## src/rtl/pp_reduce_sched.sv

```systemverilog
// Row-batching controller for a shared 24-bit 7:2 compressor: five rows per pass plus the
// sum/carry accumulator, then a final carry-propagate add behind a valid/ready handshake.
module pp_reduce_sched #(
  parameter int unsigned WIDTH = 24,
  parameter int unsigned CNT_W = 8
) (
  input  logic             clk,
  input  logic             rst_n,
  input  logic             in_valid,
  output logic             in_ready,
  input  logic [WIDTH-1:0] in_row,
  input  logic             in_last,
  output logic             out_valid,
  input  logic             out_ready,
  output logic [WIDTH-1:0] out_result,
  output logic [CNT_W-1:0] out_rows,
  output logic [CNT_W-1:0] out_passes
);

  typedef enum logic [1:0] {StCollect, StCompress, StAdd, StDone} state_e;

  state_e           state_q, state_d;
  logic [WIDTH-1:0] slot_q [5];
  logic [WIDTH-1:0] slot_d [5];
  logic [2:0]       cnt_q, cnt_d;
  logic [WIDTH-1:0] acc_s_q, acc_s_d, acc_c_q, acc_c_d;
  logic             last_q, last_d;
  logic [CNT_W-1:0] rows_q, rows_d, passes_q, passes_d;
  logic [WIDTH-1:0] res_q, res_d;
  logic [CNT_W-1:0] orows_q, orows_d, opasses_q, opasses_d;

  function automatic logic [CNT_W-1:0] sat_inc(input logic [CNT_W-1:0] v);
    return (&v) ? v : v + CNT_W'(1);
  endfunction

  function automatic logic [WIDTH-1:0] xor3(input logic [WIDTH-1:0] a, b, c);
    return a ^ b ^ c;
  endfunction

  // Carry output is already shifted to its weight; the shifted-out MSB is lost mod 2^WIDTH.
  function automatic logic [WIDTH-1:0] maj3(input logic [WIDTH-1:0] a, b, c);
    return ((a & b) | (a & c) | (b & c)) << 1;
  endfunction

  // 7:2 compressor as a tree of 3:2 carry-save stages.
  logic [WIDTH-1:0] p5, p6, s1, c1, s2, c2, s3, c3, s4, c4, cmp_sum, cmp_carry_w;
  logic [WIDTH-1:0] cmp_carry;
  always_comb begin
    p5          = acc_s_q;
    p6          = acc_c_q << 1;
    s1          = xor3(slot_q[0], slot_q[1], slot_q[2]);
    c1          = maj3(slot_q[0], slot_q[1], slot_q[2]);
    s2          = xor3(slot_q[3], slot_q[4], p5);
    c2          = maj3(slot_q[3], slot_q[4], p5);
    s3          = xor3(s1, c1, s2);
    c3          = maj3(s1, c1, s2);
    s4          = xor3(c2, p6, s3);
    c4          = maj3(c2, p6, s3);
    cmp_sum     = xor3(c3, c4, s4);
    cmp_carry_w = maj3(c3, c4, s4);
    cmp_carry   = cmp_carry_w >> 1;
  end

  // Gated by rst_n so no row is consumed while reset is held.
  assign in_ready   = rst_n && (state_q == StCollect);
  assign out_valid  = (state_q == StDone);
  assign out_result = res_q;
  assign out_rows   = orows_q;
  assign out_passes = opasses_q;

  always_comb begin
    state_d   = state_q;
    slot_d    = slot_q;
    cnt_d     = cnt_q;
    acc_s_d   = acc_s_q;
    acc_c_d   = acc_c_q;
    last_d    = last_q;
    rows_d    = rows_q;
    passes_d  = passes_q;
    res_d     = res_q;
    orows_d   = orows_q;
    opasses_d = opasses_q;
    unique case (state_q)
      StCollect: begin
        if (in_valid && in_ready) begin
          slot_d[cnt_q] = in_row;
          cnt_d         = cnt_q + 3'd1;
          rows_d        = sat_inc(rows_q);
          if (in_last) last_d = 1'b1;
          if (in_last || cnt_q == 3'd4) state_d = StCompress;
        end
      end
      StCompress: begin
        acc_s_d  = cmp_sum;
        acc_c_d  = cmp_carry;
        for (int i = 0; i < 5; i++) slot_d[i] = '0;
        cnt_d    = '0;
        passes_d = sat_inc(passes_q);
        state_d  = last_q ? StAdd : StCollect;
      end
      StAdd: begin
        res_d     = acc_s_q + (acc_c_q << 1);
        orows_d   = rows_q;
        opasses_d = passes_q;
        acc_s_d   = '0;
        acc_c_d   = '0;
        rows_d    = '0;
        passes_d  = '0;
        last_d    = 1'b0;
        state_d   = StDone;
      end
      StDone: begin
        if (out_ready) state_d = StCollect;
      end
      default: state_d = StCollect;
    endcase
  end

  always_ff @(posedge clk) begin
    if (!rst_n) begin
      state_q   <= StCollect;
      for (int i = 0; i < 5; i++) slot_q[i] <= '0;
      cnt_q     <= '0;
      acc_s_q   <= '0;
      acc_c_q   <= '0;
      last_q    <= 1'b0;
      rows_q    <= '0;
      passes_q  <= '0;
      res_q     <= '0;
      orows_q   <= '0;
      opasses_q <= '0;
    end else begin
      state_q   <= state_d;
      slot_q    <= slot_d;
      cnt_q     <= cnt_d;
      acc_s_q   <= acc_s_d;
      acc_c_q   <= acc_c_d;
      last_q    <= last_d;
      rows_q    <= rows_d;
      passes_q  <= passes_d;
      res_q     <= res_d;
      orows_q   <= orows_d;
      opasses_q <= opasses_d;
    end
  end

endmodule

```

## config.mk

```make
export PLATFORM = sky130hd
export DESIGN_NAME = pp_reduce_sched
export DESIGN_NICKNAME = d
export VERILOG_FILES = /design/src/rtl/pp_reduce_sched.sv
export SDC_FILE = /design/constraint.sdc
export NUM_CORES = 1
export LEC_CHECK = 0
export CAP_MARGIN = 10
export CORE_ASPECT_RATIO = 2
export CORE_MARGIN = 5
export CORE_UTILIZATION = 43
export DETAILED_ROUTE_END_ITERATION = 6
export PLACE_DENSITY_LB_ADDON = 0.1
export SYNTH_ARGS = -nofsm -noshare
export SYNTH_HDL_FRONTEND = slang
export SYNTH_SLANG_ARGS = --single-unit
```

## constraint.sdc

```tcl
create_clock -name clk -period 3.45 [get_ports clk]
set_input_delay 1.035 -clock clk [delete_from_list [all_inputs] [get_ports clk]]
set_output_delay 1.035 -clock clk [all_outputs]
set_load 0.03 [all_outputs]
```

======== Word-level counts from Yosys, hierarchy flattened ========
Index checks and enable logic that the tools add are counted.
word-level totals
  register bits after elaboration ......... 229
  input port bits ......................... 29
  output and inout bits ................... 42
cells by class
  add/subtract/negate cells ............... 4
  magnitude comparators ................... 2
  eq/ne operators ......................... 10
  muxes and demuxes ....................... 22
  bitwise operators ....................... 36
  reductions and logical operators ........ 15
operator list
  kind                                           count
  AND 23 bit                                     15
  one-hot mux 120 bit (2 select lines)           1
  XOR 24 bit                                     10
  bitwise OR 23 bit                              10
  bitwise mux 120 bit                            1
  two-way mux 120 bit                            1
  demux 24 bit (select 3 bit)                    1
  one-hot mux 24 bit (2 select lines)            1
  one-hot mux 23 bit (2 select lines)            1
  one-hot mux 8 bit (2 select lines)             2
  adder 24 bit                                   1
  two-way mux 24 bit                             1
  two-way mux 8 bit                              3
  adder 8 x 1 -> 8 bit, second input constant    2
  AND reduction 8 bit                            2
  AND reduction 3 bit                            3
  two-way mux 2 bit                              4
  one-hot mux 2 bit (4 select lines)             1
  != test 2 x 1 -> 1 bit, second input constant  3
  != test 2 bit, second input constant           3
  one-hot mux 3 bit (2 select lines)             1
  nonzero test 2 bit                             3
  equality test 2 bit, second input constant     2
  >= comparator 4 bit, second input constant     1
  other kinds (12)                               16

======== Longest topological paths before layout ========
Gate-level depths: netlist (run 1).
  depth after elaboration ................. 12
  depth in mapped cells ................... 11
  depth with buffers taken out ............ 11

======== Least setup slack after synthesis (run 1) ========
OpenSTA, ideal clock, no wires.
  kind .................................... in2out
  from .................................... input rst_n
  to ...................................... output in_ready
  data arrival time ....................... 2.034 ns
  slack ................................... 0.381 ns
  stages on the path ...................... 5
  path through ............................ buf_4 -> inv_1 -> clkbuf_1 -> clkbuf_1 -> nor2_1
between the ends
  word-level cells in the longest chain between the ends .. 1
RTL lines
  what               RTL line  RTL
  start, declared    8         input logic rst_n,
  logical AND 1 bit  65        assign in_ready = rst_n && (state_q == StCollect);
  end, declared      10        output logic in_ready,
No other way between the ends.

======== Final worst setup path (run 1) ========
  from .................................... register acc_s_q[22]
  to ...................................... register acc_s_q[23]
between the ends
  word-level cells in the longest chain between the ends .. 8
RTL lines
  what                                   RTL line  RTL
  start, declared                        26        logic [WIDTH-1:0] acc_s_q, acc_s_d, acc_c_q, acc_c_d;
  start signal, assigned                 136       acc_s_q <= acc_s_d;
  XOR 24 bit (2 in series)               37        return a ^ b ^ c;
  AND 23 bit                             42        return ((a & b) | (a & c) | (b & c)) << 1;
  bitwise OR 23 bit (2 in series)        42
  XOR 24 bit                             37
  XOR 24 bit *                           37
  one-hot mux 24 bit (2 select lines) *  83        unique case (state_q)
Every way passes the cells marked *; elsewhere a longest branch is shown, timed or not.
A chain may end at the register's enable or synchronous reset.

==> results.txt, run 1 <==
Run status: finished clean
Final Skew: 0.0109 ns
Internal power of the cells: 4.65 mW
Leading register cell type out of synthesis: sky130_fd_sc_hd__dfxtp_1
Port Buffer Count: 70
Cell-by-cell listing of the critical path: inv_1 > fa_1 > fa_1 > inv_1 > fa_1 > xnor2_1 > xnor2_1 > xnor2_1 > xnor2_1 > nand3_1 > a21oi_1
Max stage delay cell, worst path: sky130_fd_sc_hd__fa_1
Power, Total: 6.35 mW
Pwr per Cell Area: 429 nW/µm²
Pin count of the biggest net entering global routing: 173
Post-Synthesis Net Count: 1683
Clock tree from TritonCTS: yes
Worst reg2reg path startpoint: acc_s_q[22]
DR vias/cell: 5.41
Top Ports: 71
Endpoint required time on the critical path: 3.89 ns
CTS resizes: 0
Wire per inst: 18.7 µm
Count of vias placed by the detailed router: 10400
Element type at the critical path end: flop
Area growth, synth to finish: 15.5%
GRT Resource Usage Total: 21.2%
Highest cell delay on the worst timing path: 0.54 ns
Library cell appearing most often on the critical path: sky130_fd_sc_hd__xnor2_1
Top Usage Layer GRT: met2
Leakage Power: 5.14 nW
Hold Crit Depth: 2
Synth Area per Inst: 8.50 µm²
Vias in the first global route: 10900
Congestion Overflow GR: 0
Kind of cell with the highest combined delay on the critical path: adder cells
Warnings from Yosys: 0
# clock sinks: 228
Final net count: 1719
RSZ-0062 raised after global routing: false
Row count: 89
Final count of hold timing violations: 0
Critical Path Source Type: flop
WHS Endpoint: out_result[16]
Later-pin clock latency in the skew report: 0.52 ns
Post-synth design cell area: 12800 µm²
Share of flip-flops with an asynchronous set or reset: 0%
Clock tree root driver cell: sky130_fd_sc_hd__clkbuf_16
Number of antenna-violating nets in the routed design: 0
Maximum operating frequency: 0.328 GHz
Slew @ Worst Pin: 0.965 ns
Proportion of power drawn by the clock network: 44.5%
Sequential area share after synthesis: 35.6%
GR Util met3: 2.31%
Worst-path maximum fanout: 3
Number of buffers inserted by hold repair at cts: 0
Post-synthesis cell type count: 63
Post-route DRC violation count: 0
Crit share post-route: 88.2%
Die Y-Extent: 254 µm
Core ar.: 29500 µm²
Post-CTS Repair Setup Buffers: 0
Worst reg-to-reg setup slack: 0.41 ns
Worst setup path class: flop to flop
Total clock buffers created by CTS: 23
First-pass GRT wire length: 57800 µm
Arr. time, crit path: 3.49 ns
Terminus of the critical flop-to-flop path: acc_s_q[23]
Number of setup violations in the final report: 0
Layout cell share with drive strength beyond 1: 6.01%
Horiz. Die Dim: 132 µm
Logic pwr share: 12.4%
Gate Count Post-Synth: 1511
Min-Delay Startpoint: out_result[16]
Die ar.: 33600 µm²
Initial detailed-routing violation count: 583
Final weighted congestion in routability-driven placement: 0.837
Total Routed Length: 36000 µm
Switching part of the total power: 26.8%
Detailed placement HPWL: 25400 µm
Met1 capacity usage during global routing: 24.0%
Placed instance area: 14000 µm²
Total Negative Setup Slacks: 0 ns
Number of antenna violations at the first check in global routing: 0
Post-synth EDFFs: 0
Final critical path time including I/O delays and setup: 3.04 ns
Max transition margin: 35.6%
GRT met2 Usage: 40.2%
H-tree level count: 1
Max-slew violation count: 0
Most used cells in the layout excluding fill and tap cells: sky130_fd_sc_hd__dfxtp_1, sky130_fd_sc_hd__nor2_1, sky130_fd_sc_hd__inv_1
Share of power burned in registers: 43.1%
Max rail drop VDD: 0.376 mV
Leading cell type in the layout, fill and taps excluded: sky130_fd_sc_hd__dfxtp_1
Antenna diodes: 0
Seq cells post-synth: 228
Summed area of non-filler cells in the final layout: 14800 µm²
Starting Density: 43.5%
Buffers from clock root to sink, at most: 3
R2R cell count: 11
Net Switching: 1.70 mW
Worst min-delay path category: flop to flop
Reg clk slew, reported paths: 0.07 ns
Number of buffer and inverter stages on the critical path: 2
Number of maximum-capacitance violations: 0
Count of TritonRoute iterations in the first routing pass: 6
[kinds of logic after synthesis]
kind of cell	count (synthesis)	share of synthesized area, %
simple gates	569	19.8
compound gates	281	13.4
buf+inv	241	7.20
flops	228	35.6
fa+ha+maj	143	20.4
mux	25	1.96
xor+xnor	24	1.64
[worst reg2reg max path: stages, from the launching register on]
cell and delay [ns]:
sky130_fd_sc_hd__dfxtp_1 0.37, sky130_fd_sc_hd__inv_1 0.07, sky130_fd_sc_hd__fa_1 0.47, sky130_fd_sc_hd__fa_1 0.54, sky130_fd_sc_hd__inv_1 0.05, sky130_fd_sc_hd__fa_1 0.41
sky130_fd_sc_hd__xnor2_1 0.23, sky130_fd_sc_hd__xnor2_1 0.16, sky130_fd_sc_hd__xnor2_1 0.11, sky130_fd_sc_hd__xnor2_1 0.29, sky130_fd_sc_hd__nand3_1 0.11, sky130_fd_sc_hd__a21oi_1 0.15
[metrics by stage]
step	util (%)	std cells	hold slack, ns	setup WS (ns)
floorplan	-	1511	0.448	0.381
global placement	47.4	1886	0.447	0.353
detailed placement	47.4	1886	0.454	0.265
CTS	50.2	1927	0.465	0.365
global route	50.2	1927	0.498	0.170
finish	50.2	1927	0.459	0.405
[synth_stat cells (all sizes together), types with 19 or more instances]
| library cell | number | area (µm²) |
|---|---|---|
| dfxtp | 228 | 4560 |
| nor2 | 224 | 841 |
| inv | 152 | 571 |
| a21oi | 149 | 753 |
| nand2 | 139 | 522 |
| fa | 111 | 2220 |
| nand3 | 101 | 505 |
| clkbuf | 68 | 255 |
| ha | 32 | 400 |
| o21a | 31 | 233 |
| nor2b | 29 | 181 |
| and3 | 28 | 175 |
| a31oi | 27 | 169 |
| mux2i | 24 | 240 |
| buf | 21 | 98.9 |
| o21ai | 19 | 95.1 |
[registers in the layout, indices dropped and copies added (netlist names), named ones only]
name	cells
acc_c_q	22
cnt_q	3
out_rows	8
out_passes	8
out_result	24
last_q	1
slot_q	120
rows_q	8
passes_q	8
state_q	1
acc_s_q	24
[layout make-up]
class	count	area, µm²
clock inverter	13	200
multi-input combinational	1042	7360
fill	2860	14700
clock buffer	28	644
tap	364	455
inverter	152	576
timing repair buffer	100	1020
sequential	228	4560
[metal layers]
metal	share of wire, %	wire length, µm
met5	0	0
met4	4.1	1490
met3	3.7	1340
met2	54	19300
met1	39	13900
[worst max path at each step]
stage | start | endpoint | cells after the start | slack (ns)
floorplan | rst_n | in_ready | 5 | 0.38
global placement | rst_n | slot_q[41] | 8 | 0.35
detailed placement | rst_n | slot_q[36] | 8 | 0.27
CTS | acc_s_q[22] | acc_s_q[23] | 11 | 0.37
global route | acc_s_q[22] | acc_s_q[23] | 11 | 0.17
finish | acc_s_q[22] | acc_s_q[23] | 11 | 0.41
[power by group through the flow]
stage | registers, mW | clock network (mW) | logic, mW
2_1_floorplan | 2.78 | 0 | 0.515
3_3_place_gp | 2.80 | 0 | 0.789
3_5_place_dp | 2.80 | 0 | 0.794
5_1_grt | 2.75 | 2.98 | 0.882
4_1_cts | 2.74 | 2.89 | 0.798
6_report | 2.74 | 2.83 | 0.785
(Power assumes the default switching activity.)
==> inputs of run 2 (changes only) <==
Settings changed: DONT_BUFFER_PORTS from default to 1, HOLD_SLACK_MARGIN from default to 0.15, MAX_ROUTING_LAYER from default to met4.
==> results.txt, run 2 (synthesized netlist as in run 1, its figures left out) <==
Die ar.: 33600 µm²
Setup WS post-layout: 0.301 ns
Internal power of the cells: 4.68 mW
Cell-by-cell listing of the critical path: inv_1 > ha_1 > inv_1 > nor2_1
Switching part of the total power: 26.6%
Net Switching: 1.69 mW
Pwr per Cell Area: 455 nW/µm²
Proportion of power drawn by the clock network: 45.9%
Total Negative Setup Slacks: 0 ns
Final critical path time including I/O delays and setup: 3.15 ns
Total clock buffers created by CTS: 24
Detailed placement HPWL: 25000 µm
Worst setup path class: flop to primary output
Post-route DRC violation count: 0
Horiz. Die Dim: 132 µm
Run status: finished clean
Clock tree from TritonCTS: yes
Count of vias placed by the detailed router: 10000
Leading cell type in the layout, fill and taps excluded: sky130_fd_sc_hd__dfxtp_1
Max transition margin: 30.3%
Final count of hold timing violations: 0
Final net count: 1640
Library cell appearing most often on the critical path: sky130_fd_sc_hd__inv_1
Critical Path Source Type: flop
Worst min-delay path category: flop to flop
Logic pwr share: 11.2%
Final weighted congestion in routability-driven placement: 0.823
Reg clk slew, reported paths: 0.07 ns
Number of antenna violations at the first check in global routing: 0
Number of antenna-violating nets in the routed design: 0
Highest cell delay on the worst timing path: 0.51 ns
DR vias/cell: 5.43
GRT Resource Usage Total: 22.0%
Max-slew violation count: 0
Slew @ Worst Pin: 1.05 ns
Wire per inst: 19.4 µm
Max stage delay cell, worst path: sky130_fd_sc_hd__nor2_1
Number of flip-flops under the largest register name: 120
Worst-path maximum fanout: 12
Crit share post-route: 91.3%
Antenna diodes: 0
Core ar.: 29500 µm²
Count of TritonRoute iterations in the first routing pass: 5
H-tree level count: 1
Arr. time, crit path: 2.11 ns
Buffers from clock root to sink, at most: 3
RSZ-0062 raised after global routing: false
Number of buffers inserted by hold repair at cts: 0
Clock tree root driver cell: sky130_fd_sc_hd__clkbuf_16
Final Skew: 0.0210 ns
Leakage Power: 4.85 nW
Final core utilization: 47.5%
Element type at the critical path end: primary output
Share of power burned in registers: 42.9%
First-pass GRT wire length: 57700 µm
Max rail drop VDD: 0.351 mV
Port Buffer Count: 0
Later-pin clock latency in the skew report: 0.54 ns
Largest Register: slot_q
Number of setup violations in the final report: 0
Vias in the first global route: 10200
Setup slack at placement: 0.521 ns
Maximum operating frequency: 0.318 GHz
CTS resizes: 0
Area growth, synth to finish: 9.21%
Layout cell share with drive strength beyond 1: 5.79%
Power, Total: 6.38 mW
Starting Density: 43.5%
Row count: 89
Post-CTS Repair Setup Buffers: 0
Total Routed Length: 35900 µm
Top Ports: 71
Initial detailed-routing violation count: 590
Congestion Overflow GR: 0
Endpoint required time on the critical path: 2.41 ns
Worst reg-to-reg setup slack: 0.50 ns
Die Y-Extent: 254 µm
Pin count of the biggest net entering global routing: 92
Number of maximum-capacitance violations: 0
# clock sinks: 228
Most used cells in the layout excluding fill and tap cells: sky130_fd_sc_hd__dfxtp_1, sky130_fd_sc_hd__nor2_1, sky130_fd_sc_hd__inv_1
[run 2: cell type report]
| class | count | area, µm² |
|---|---|---|
| clock inverter | 15 | 210 |
| sequential | 228 | 4560 |
| fill | 2861 | 15500 |
| timing repair buffer | 20 | 175 |
| clock buffer | 29 | 681 |
| tap | 364 | 455 |
| multi-input combinational | 1042 | 7360 |
| inverter | 152 | 576 |
[run 2: worst paths after layout]
check,cells after the start,startpoint,end
setup / recovery,4,state_q[0],in_ready
hold / removal,2,slot_q[69],slot_q[69]
setup reg to reg,11,acc_s_q[22],acc_s_q[23]
hold reg to reg,2,slot_q[69],slot_q[69]
[run 2: per-layer routing]
metal | wire [µm] | global-route usage [%] | up-vias
met5 | 0 | - | -
met2 | 19200 | 40.1 | 206
met3 | 1500 | 2.70 | 69
met4 | 1230 | 7.45 | 0
met1 | 14000 | 24.9 | 4894
li1 | - | - | 4869
[run 2: worst max-delay path: cells and delay by family, from the launching register on]
kind,cells,cell delay [ns]
adders and majority gates,1,0.43
buffers and inverters,2,0.27
DFF,1,0.35
and+or+nand+nor,1,0.51
[run 2: through the flow]
stage               hold WS (ns)  instance area (µm²)  std cells
floorplan                  0.448                12800       1511
CTS                        0.467                14000       1850
global placement           0.454                13100       1806
finish                     0.467                14000       1850
global route               0.485                14000       1850
detailed placement         0.458                13100       1806
[run 2: power groups by stage]
stage               registers (mW)  logic [mW]  clock network [mW]
floorplan                     2.78       0.515                   0
global placement              2.80       0.713                   0
detailed placement            2.80       0.722                   0
CTS                           2.74       0.723                3.01
global route                  2.74       0.799                3.11
finish                        2.74       0.711                2.93
==> inputs of run 3 (changes only) <==
Settings changed: GPL_ROUTABILITY_DRIVEN from default to 1.
==> results of run 3 <==
No change in the layout: final DEF, timing and power equal those of run 2.
